[src/rtl/mem_port_arbiter.sv]
// rtl/mem_port_arbiter.sv - shares one fixed-latency memory port between icache refill and core data.
module mem_port_arbiter #(
    parameter int DATABITWIDTH       = 16,
    parameter int ADDRESSWIDTH       = 10,
    parameter int LINESIZE           = 8,
    parameter int EXT_MEMORY_LATENCY = 1
) (
    input  logic                    clk,
    input  logic                    rst,
    input  logic                    clk_en,
    input  logic                    i_req,
    input  logic [ADDRESSWIDTH-1:0] i_addr,
    output logic                    i_ack,
    output logic                    i_rvalid,
    output logic [DATABITWIDTH-1:0] i_rdata,
    output logic                    i_last,
    input  logic                    d_req,
    input  logic                    d_we,
    input  logic [ADDRESSWIDTH-1:0] d_addr,
    input  logic [DATABITWIDTH-1:0] d_wdata,
    output logic                    d_ack,
    output logic                    d_rvalid,
    output logic [DATABITWIDTH-1:0] d_rdata,
    output logic [ADDRESSWIDTH-1:0] mem_addr,
    output logic                    mem_we,
    output logic [DATABITWIDTH-1:0] mem_wdata,
    input  logic [DATABITWIDTH-1:0] mem_rdata,
    output logic                    ic_invalidate,
    output logic [ADDRESSWIDTH-1:0] ic_invalidate_address
);

    localparam int OFFS = $clog2(LINESIZE);
    localparam int CW   = (EXT_MEMORY_LATENCY > 1) ? $clog2(EXT_MEMORY_LATENCY) : 1;
    localparam logic [CW-1:0]   LAT_LAST  = CW'(EXT_MEMORY_LATENCY - 1);
    localparam logic [OFFS-1:0] WORD_LAST = OFFS'(LINESIZE - 1);

    typedef enum logic [1:0] {IDLE, I_BURST, D_ACCESS} state_t;

    state_t                  state_q, state_d;
    logic [CW-1:0]           lat_cnt_q, lat_cnt_d;
    logic [OFFS-1:0]         word_q, word_d;
    logic                    last_grant_q, last_grant_d;   // 1 = I-port won last
    logic [ADDRESSWIDTH-1:0] mem_addr_q, mem_addr_d;
    logic                    mem_we_q, mem_we_d;
    logic [DATABITWIDTH-1:0] mem_wdata_q, mem_wdata_d;
    logic                    inv_q, inv_d;
    logic [ADDRESSWIDTH-1:0] inv_addr_q, inv_addr_d;

    logic win_last;
    logic pick_i;
    logic pick_d;
    logic unused_i_addr_offs;

    // Line offset bits of the refill address are replaced by the word pointer.
    assign unused_i_addr_offs = ^i_addr[OFFS-1:0];

    assign win_last = (lat_cnt_q == LAT_LAST);
    assign pick_i   = i_req & (~d_req | ~last_grant_q);
    assign pick_d   = d_req & ~pick_i;

    always_comb begin
        state_d      = state_q;
        lat_cnt_d    = lat_cnt_q;
        word_d       = word_q;
        last_grant_d = last_grant_q;
        mem_addr_d   = mem_addr_q;
        mem_we_d     = mem_we_q;
        mem_wdata_d  = mem_wdata_q;
        inv_d        = 1'b0;
        inv_addr_d   = inv_addr_q;
        i_ack        = 1'b0;
        i_rvalid     = 1'b0;
        i_rdata      = '0;
        i_last       = 1'b0;
        d_ack        = 1'b0;
        d_rvalid     = 1'b0;
        d_rdata      = '0;

        case (state_q)
            IDLE: begin
                i_ack = clk_en & ~rst & pick_i;
                d_ack = clk_en & ~rst & pick_d;
                if (pick_i) begin
                    state_d      = I_BURST;
                    lat_cnt_d    = '0;
                    word_d       = '0;
                    last_grant_d = 1'b1;
                    mem_addr_d   = {i_addr[ADDRESSWIDTH-1:OFFS], {OFFS{1'b0}}};
                    mem_we_d     = 1'b0;
                end else if (pick_d) begin
                    state_d      = D_ACCESS;
                    lat_cnt_d    = '0;
                    last_grant_d = 1'b0;
                    mem_addr_d   = d_addr;
                    mem_we_d     = d_we;
                    mem_wdata_d  = d_wdata;
                    inv_d        = d_we;
                    if (d_we) begin
                        inv_addr_d = d_addr;
                    end
                end
            end

            I_BURST: begin
                i_rvalid = clk_en & win_last;
                i_last   = clk_en & win_last & (word_q == WORD_LAST);
                if (clk_en & win_last) begin
                    i_rdata = mem_rdata;
                end
                if (win_last) begin
                    lat_cnt_d = '0;
                    if (word_q == WORD_LAST) begin
                        state_d = IDLE;
                        word_d  = '0;
                    end else begin
                        word_d     = word_q + OFFS'(1);
                        mem_addr_d = {mem_addr_q[ADDRESSWIDTH-1:OFFS], word_q + OFFS'(1)};
                    end
                end else begin
                    lat_cnt_d = lat_cnt_q + CW'(1);
                end
            end

            D_ACCESS: begin
                d_rvalid = clk_en & win_last;
                if (clk_en & win_last & ~mem_we_q) begin
                    d_rdata = mem_rdata;
                end
                if (win_last) begin
                    state_d   = IDLE;
                    lat_cnt_d = '0;
                    mem_we_d  = 1'b0;
                end else begin
                    lat_cnt_d = lat_cnt_q + CW'(1);
                end
            end

            default: begin
                state_d = IDLE;
            end
        endcase
    end

    // clk_en low freezes every register, which also stretches the access window.
    always_ff @(posedge clk or posedge rst) begin
        if (rst) begin
            state_q      <= IDLE;
            lat_cnt_q    <= '0;
            word_q       <= '0;
            last_grant_q <= 1'b0;
            mem_addr_q   <= '0;
            mem_we_q     <= 1'b0;
            mem_wdata_q  <= '0;
            inv_q        <= 1'b0;
            inv_addr_q   <= '0;
        end else if (clk_en) begin
            state_q      <= state_d;
            lat_cnt_q    <= lat_cnt_d;
            word_q       <= word_d;
            last_grant_q <= last_grant_d;
            mem_addr_q   <= mem_addr_d;
            mem_we_q     <= mem_we_d;
            mem_wdata_q  <= mem_wdata_d;
            inv_q        <= inv_d;
            inv_addr_q   <= inv_addr_d;
        end
    end

    assign mem_addr              = mem_addr_q;
    assign mem_we                = mem_we_q;
    assign mem_wdata             = mem_wdata_q;
    assign ic_invalidate         = inv_q & clk_en;
    assign ic_invalidate_address = inv_addr_q;

endmodule

[config.mk]
export PLATFORM = sky130hd
export DESIGN_NAME = mem_port_arbiter
export DESIGN_NICKNAME = d
export VERILOG_FILES = /design/src/rtl/mem_port_arbiter.sv
export SDC_FILE = /design/constraint.sdc
export NUM_CORES = 1
export LEC_CHECK = 0
export ABC_AREA = 1
export BUFFER_PORTS_ARGS = -buffer_cell sky130_fd_sc_hd__buf_4
export CORE_MARGIN = 1
export CORE_UTILIZATION = 44
export DETAILED_ROUTE_END_ITERATION = 10
export HOLD_SLACK_MARGIN = 0.05
export PLACE_DENSITY = 0.84
export SLEW_MARGIN = 5
export SYNTH_ARGS = -nofsm -noshare
export SYNTH_HDL_FRONTEND = slang
export SYNTH_SLANG_ARGS = --single-unit
[constraint.sdc]
create_clock -name clk -period 1.5 [get_ports clk]
set_input_delay 0.075 -clock clk [delete_from_list [all_inputs] [get_ports clk]]
set_output_delay 0.075 -clock clk [all_outputs]
set_load 0.03 [all_outputs]
==> results of run 1 <==
layout make-up:
class / count / share of cell area, %
tap: 70 / 2.17
clock buffer: 7 / 2.14
clock inverter: 1 / 0.186
inverter: 38 / 3.79
timing repair buffer: 172 / 35.3
sequential: 44 / 27.4
multi-input combinational: 217 / 29.0
stage by stage:
step	utilization, %	setup TNS, ns
4_1_cts	74.6	-0.0540
2_1_floorplan	-	-3.12
6_report	78.9	-0.642
5_1_grt	78.9	-3.09
3_5_place_dp	66.3	0
3_3_place_gp	66.3	0
power groups by stage:
| stage | combinational (µW) | sequential (µW) | clock [µW] |
|---|---|---|---|
| floorplan | 1520 | 3030 | 0 |
| CTS | 4050 | 2070 | 800 |
| detailed placement | 3830 | 2090 | 0 |
| global route | 4650 | 2160 | 855 |
| global placement | 3770 | 2090 | 0 |
| finish | 4330 | 2100 | 799 |
metal layers:
metal,up-vias,wire length [µm]
met4,0,230
met1,1315,2940
li1,1306,-
met2,114,4200
met5,-,0
met3,19,377
kinds of logic (layout without fill, tap and decap cells):
group	count (synthesis)	after routing	share of synthesized area, %
adders and majority gates	2	2	1.07
DFF	44	44	47.1
and+or+nand+nor	213	213	40.5
AOI/OAI and AO/OA	2	2	1.02
buffers and inverters	52	218	10.3
timing repair:
item | in CTS | in global routing
setup endpoints to repair | 35 | 48
setup buffers | 5 | 7
hold endpoints to repair | 66 | 0
hold buffers | 23 | 0
pin swaps | 1 | 2
gates resized for setup | 18 | 44
state kept, by name, summed over array words and instances (netlist names):
register,count
word_q,3
mem_wdata,16
inv_q,1
state_q,2
mem_we,1
ic_invalidate_address,10
mem_addr,10
last_grant_q,1
cell usage in the layout, fill, tap and decap left out:
master         instances
a21boi_4               1
buf_4                130
buf_6                 18
buf_8                  1
clkbuf_1               1
clkbuf_8               6
clkinv_1               1
clkinvlp_4             1
dfrtp_1               43
dfrtp_2                1
dlygate4sd3_1         23
ha_1                   2
inv_1                 32
inv_2                  3
inv_4                  1
inv_8                  1
nand2_1              114
nand2_2                4
nand2_4                1
nand2_8                1
nand3_1               35
nand3_4                1
nand4_1               12
nor2_1                 6
nor2_2                15
nor2_4                 6
nor2_8                 1
nor3_1                 2
nor3_2                13
nor3_4                 1
o21ai_0                1
or2_4                  1
path summary, 6_finish.rpt:
kind	from	end	cells after the start
hold reg to reg	mem_wdata[11]	mem_wdata[11]	2
min in group asynchronous	rst	mem_wdata[13]	4
max in group asynchronous	rst	state_q[1]	4
setup / recovery	state_q[0]	d_rdata[0]	5
setup reg to reg	state_q[0]	mem_addr[2]	8
hold / removal	d_addr[5]	ic_invalidate_address[5]	3
worst max-delay path: cells and delay by family, from the launching register on:
family	cells	cell delay (ns)
buffers and inverters	3	0.48
DFF	1	0.43
and+or+nand+nor	2	0.27
==> metrics.txt, run 1 <==
Gate power share=59.9%; Final Hold Viols=0; fillers=340; Crit Path Max Fanout=17; commonest cells in the synthesized netlist=nand2_1 (118), dfrtp_1 (44), nand3_1 (35); Total Power=around 7200 µW; worst setup margin=-0.0587 ns; Post-synth EDFFs=0; DR vias=2754; CP arrival=between 1 and 1.5 ns; R2R Setup Slk=approximately 0.060 ns; GRT Util Overall=25.2%; DR DRC count=0; # H-tree levels=2; WL final=7760 µm; DP Worst Slack=about 0.12 ns; worst-margin pin slew=0.552 ns; Final ANT Viol Nets=0; Non-Filler Instances=about 550; max-slew violation count=0; Ports=133; total CTS buffers=5; final period utilization=104%; slowest CP cell=dfrtp_1; RSZ-0062 raised after global routing=true; dpl hpwl=between 4000 and 5000 µm; CTS tree=done; die height=between 70 and 80 µm; Vias per Instance=5.02; final instance area=4030 µm²; sequential area share after synthesis=47.1%; Hold WS=approximately 0.054 ns; Switching Share=48.5%; synthesis-stage register bit count=44; clock share of power=roughly 11%; Setup Skew=0.00978 ns; unique cell type count in the Yosys netlist=21; top-count cell post-synth=nand2_1; first-pass GRT wire length=10700 µm; max incr delay on CP=0.43 ns; Ys Warns=0; Post-synth ARST share=100%; sequential group share of total power=29.0%; required time worst endpoint=approximately 1.4 ns; row count=26; largest area contributor in the netlist=dfrtp_1; total gr overflow=0; Peak VDD IR=1.26 mV; gpl congestion=0.763; failing checks=negative setup slack; Ant. Diodes=0; most used routing layer=met2; status=complete, but fails checks; deepest clock path buffer count=2; multi-input logic area=1170 µm²; Root Buffer=clkbuf_8; Mapped Nets=373; Max Cap Viol=0; CTS sink count=44; NetSw=3510 µW; Starting Density=45.8%; met2 Track Usage GR=44.5%; total core area=5110 µm²; vias in the first global route=2374; initial antenna violation count=0; Final setup violation count=26; Synth top area share=47.1%; Setup crit end kind=output pin; Die X=roughly 75 µm; Internal=3720 µW; CP startpoint kind=register; port bufs=around 130; clock transition at the registers of the reported paths=0.08 ns; synthesis-to-layout area growth=72.4%; post-synthesis cell area=2340 µm²; type of the worst min-delay path=input pin to register; Post-Place Cells=between 500 and 600; first-iteration detailed-routing DRC count=241; Seq. cell area=between 1000 and 1500 µm²; Tmin final=~1.6 ns; kind of critical path=register to output pin; largest net degree at the start of global routing=45; synthesized netlist cell count=313; worst path cell trace=inv_2 > nand2_1 > buf_8 > nor3_1 > buf_4; dominant cells by area after synthesis=dfrtp_1 (47%), nand2_1 (19%), nand3_1 (7.5%); Avg Inst Size Synth=7.47 µm²; ys flop type=dfrtp_1; Pre-antenna DRT Iters=4; Leak Pwr=0.00223 µW; FMAX=~0.64 GHz; worst skew pair latency=0.31 ns; Slew HR=63.2%; Cell Pwr Density=approximately 1800 nW/µm²; die area=between 5000 and 6000 µm²; Avg WL per Cell=14.1 µm; placed inst area=3380 µm²; share of cells above drive strength 1=43.2%; final net count=538; M1 GR Usage=30.0%; GRT met3 Usage=4.28%
(Power assumes the default switching activity.)
==> run 2: changes to the inputs <==
- CORE_UTILIZATION: 44 -> 40
- PLACE_DENSITY: 0.84 -> 0.78
==> run 2 against run 1 <==
Effect of this change: the run still ends with negative setup slack left; die area up 9.7%; final area increased by 0.25%; power up 0.50%; via count down 3.0%; flip-flop and latch count unchanged; wire length is 2.5% lower; non-clock buffer count fell by 2; first-iteration DRC count shrank 50%; sequential power about the same; setup slack got worse by 0.010 ns; clock skew shrank 0.0040 ns; combinational power rose by 3%; critical path type unchanged; critical endpoint is now i_rdata[5]; largest cell class unchanged; largest power group unchanged.
==> metrics.txt, run 2 (same netlist as run 1, synthesis figures left out) <==
status=complete, but fails checks (unchanged); failing checks=negative setup slack (unchanged); Ports=133 (unchanged); Post-Place Cells=508 (was 506); Slew HR=54.7% (was 63.2%); max-slew violation count=0 (unchanged); WL final=7560 µm (was 7760 µm); crit path from=state_q[1] (was state_q[0]); required time worst endpoint=1.42 ns (about the same); Setup Skew=0.00580 ns (was 0.00978 ns); WL met2=4030 µm (was 4200 µm); row count=27 (was 26); Non-Filler Instances=548 (was 549); gpl congestion=0.834 (was 0.763); DR vias=2671 (was 2754); Ant. Diodes=0 (unchanged); R2R Setup Slk=0.06 ns (about the same); die height=78.4 µm (was 74.9 µm); commonest cells after routing, fill and taps aside=buf_4 (129), nand2_1 (113), dfrtp_1 (43) (was buf_4 (130), nand2_1 (114), dfrtp_1 (43)); Total Power=7260 µW (was 7230 µW); deepest clock path buffer count=2 (unchanged); FMAX=0.637 GHz (was 0.642 GHz); total gr overflow=0 (unchanged); worst path cell trace=inv_4 > nand2_2 > nor2_4 > inv_8 > nor2_2 > buf_6 (was inv_2 > nand2_1 > buf_8 > nor3_1 > buf_4); kind of critical path=register to output pin (unchanged); total CTS buffers=5 (unchanged); first-iteration detailed-routing DRC count=120 (was 241); Reg2Reg Launch Point=state_q[1] (was state_q[0]); Switching Share=48.6% (was 48.5%); Max Used Layer=met4 (unchanged); DR DRC count=0 (unchanged); Vias per Instance=4.87 (was 5.02); RSZ-0062 raised after global routing=true (unchanged); CTS tree=done (unchanged); Hold WS=0.0512 ns (was 0.0540 ns); max incr delay on CP=0.45 ns (was 0.43 ns); Avg WL per Cell=13.8 µm (was 14.1 µm); CTS sink count=44 (unchanged); # H-tree levels=2 (unchanged); max reg flops=16 (unchanged); Setup crit end kind=output pin (unchanged); first-pass GRT wire length=11400 µm (was 10700 µm); Root Buffer=clkbuf_8 (unchanged); Cell Pwr Density=1800 nW/µm² (was 1790 nW/µm²); Die X=78.4 µm (was 74.9 µm); dpl hpwl=4870 µm (was 4580 µm); Max Cap Viol=0 (unchanged); worst setup margin=-0.0688 ns (was -0.0587 ns); port bufs=129 (unchanged); reg2reg path depth=7 (was 8); final period utilization=105% (was 104%); placed inst area=3400 µm² (was 3380 µm²); commonest non-fill, non-tap cell in the layout=buf_4 (unchanged); clock transition at the registers of the reported paths=0.08 ns (about the same); type of the worst min-delay path=input pin to register (unchanged); final instance area=4040 µm² (was 4030 µm²); Internal=3730 µW (was 3720 µW); WL met3=340 µm (was 377 µm); share of cells above drive strength 1=44.5% (was 43.2%); Leak Pwr=0.00224 µW (was 0.00223 µW); CP startpoint kind=register (unchanged); Starting Density=41.9% (was 45.8%); largest net degree at the start of global routing=29 (was 45); Crit Path Max Fanout=17 (unchanged); initial antenna violation count=0 (unchanged); Pre-antenna DRT Iters=6 (was 4); RR Endpoint=mem_addr[1] (was mem_addr[2]); met1 wire length=3000 µm (was 2940 µm); setup TNS=-0.645 ns (was -0.642 ns); synthesis-to-layout area growth=72.9% (was 72.4%); total core area=5570 µm² (was 5110 µm²); Final ANT Viol Nets=0 (unchanged); worst-margin pin slew=0.676 ns (was 0.552 ns); delay-heaviest family, CP=flip-flops (was buffers and inverters); CP arrival=1.49 ns (was 1.48 ns); NetSw=3530 µW (was 3510 µW); Final Hold Viols=0 (unchanged); Buffers & Inverters on Critical Path=3 (unchanged); sequential group share of total power=28.9% (was 29.0%); clock share of power=9.7% (was 11.1%); Tmin final=1.57 ns (was 1.56 ns); worst skew pair latency=0.30 ns (was 0.31 ns); final net count=536 (was 538); Final setup violation count=27 (was 26); WP depth=6 (was 5); Setup crit end=i_rdata[5] (was d_rdata[0]); Gate power share=61.4% (was 59.9%); Peak VDD IR=0.945 mV (was 1.26 mV); vias in the first global route=2454 (was 2374); GRT Util Overall=23.3% (was 25.2%); slowest CP cell=dfrtp_2 (was dfrtp_1); die area=6150 µm² (was 5610 µm²)
==> run 2: repair_timing <==
| item | in CTS | in global routing |
|---|---|---|
| setup buffers | 7 | 8 |
| hold endpoints to repair | 33 | 0 |
| pin swaps | 2 | 4 |
| gates resized for setup | 14 | 56 |
| hold buffers | 18 | 0 |
| endpoints found under the setup margin | 35 | 55 |
==> run 2: layout make-up <==
type	instances	area [µm²]
Clock buffer	5	68.8
Clock inverter	2	12.5
Fill cell	416	1530
Inverter	38	153
Multi-Input combinational cell	217	1190
Sequential cell	44	1100
Tap cell	72	90.1
Timing Repair Buffer	170	1430
==> run 2: worst min-delay path by stage <==
stage / cells after the start / slack, ns / start / endpoint
2_1_floorplan: 2 / 0.22 / d_wdata[10] / mem_wdata[10]
3_3_place_gp: 2 / 0.13 / rst / mem_wdata[11]
3_5_place_dp: 2 / 0.14 / rst / mem_wdata[11]
4_1_cts: 3 / 0.05 / d_addr[4] / ic_invalidate_address[4]
5_1_grt: 3 / 0.05 / d_addr[4] / ic_invalidate_address[4]
6_report: 3 / 0.05 / d_addr[4] / ic_invalidate_address[4]
==> run 2: layer usage <==
metal | global-route usage, % | up-vias
met5 | 0 | -
met1 | 29.0 | 1241
li1 | - | 1306
met4 | 6.11 | 0
met3 | 3.49 | 22
met2 | 41.8 | 102
==> run 2: power by group through the flow <==
| stage | Sequential [µW] | Combinational, µW | Clock [µW] |
|---|---|---|---|
| 2_1_floorplan | 3030 | 1520 | 0 |
| 3_3_place_gp | 2090 | 3790 | 0 |
| 3_5_place_dp | 2090 | 3870 | 0 |
| 4_1_cts | 2080 | 4090 | 715 |
| 5_1_grt | 2160 | 4790 | 766 |
| 6_report | 2100 | 4460 | 705 |
==> run 2: through the flow <==
stage	util [%]	setup slack (ns)
2_1_floorplan	-	-0.242
3_3_place_gp	61.0	0.165
3_5_place_dp	61.0	0.0893
4_1_cts	67.4	-0.00724
5_1_grt	72.5	-0.108
6_report	72.5	-0.0688
==> run 2: worst reg2reg max path: stages, from the launching register on <==
cell and delay, ns:
dfrtp_2 0.45, buf_4 0.15, buf_4 0.14, nor2_4 0.18
nand3_1 0.18, nand2_1 0.15, nand2_1 0.06, nand2_1 0.05
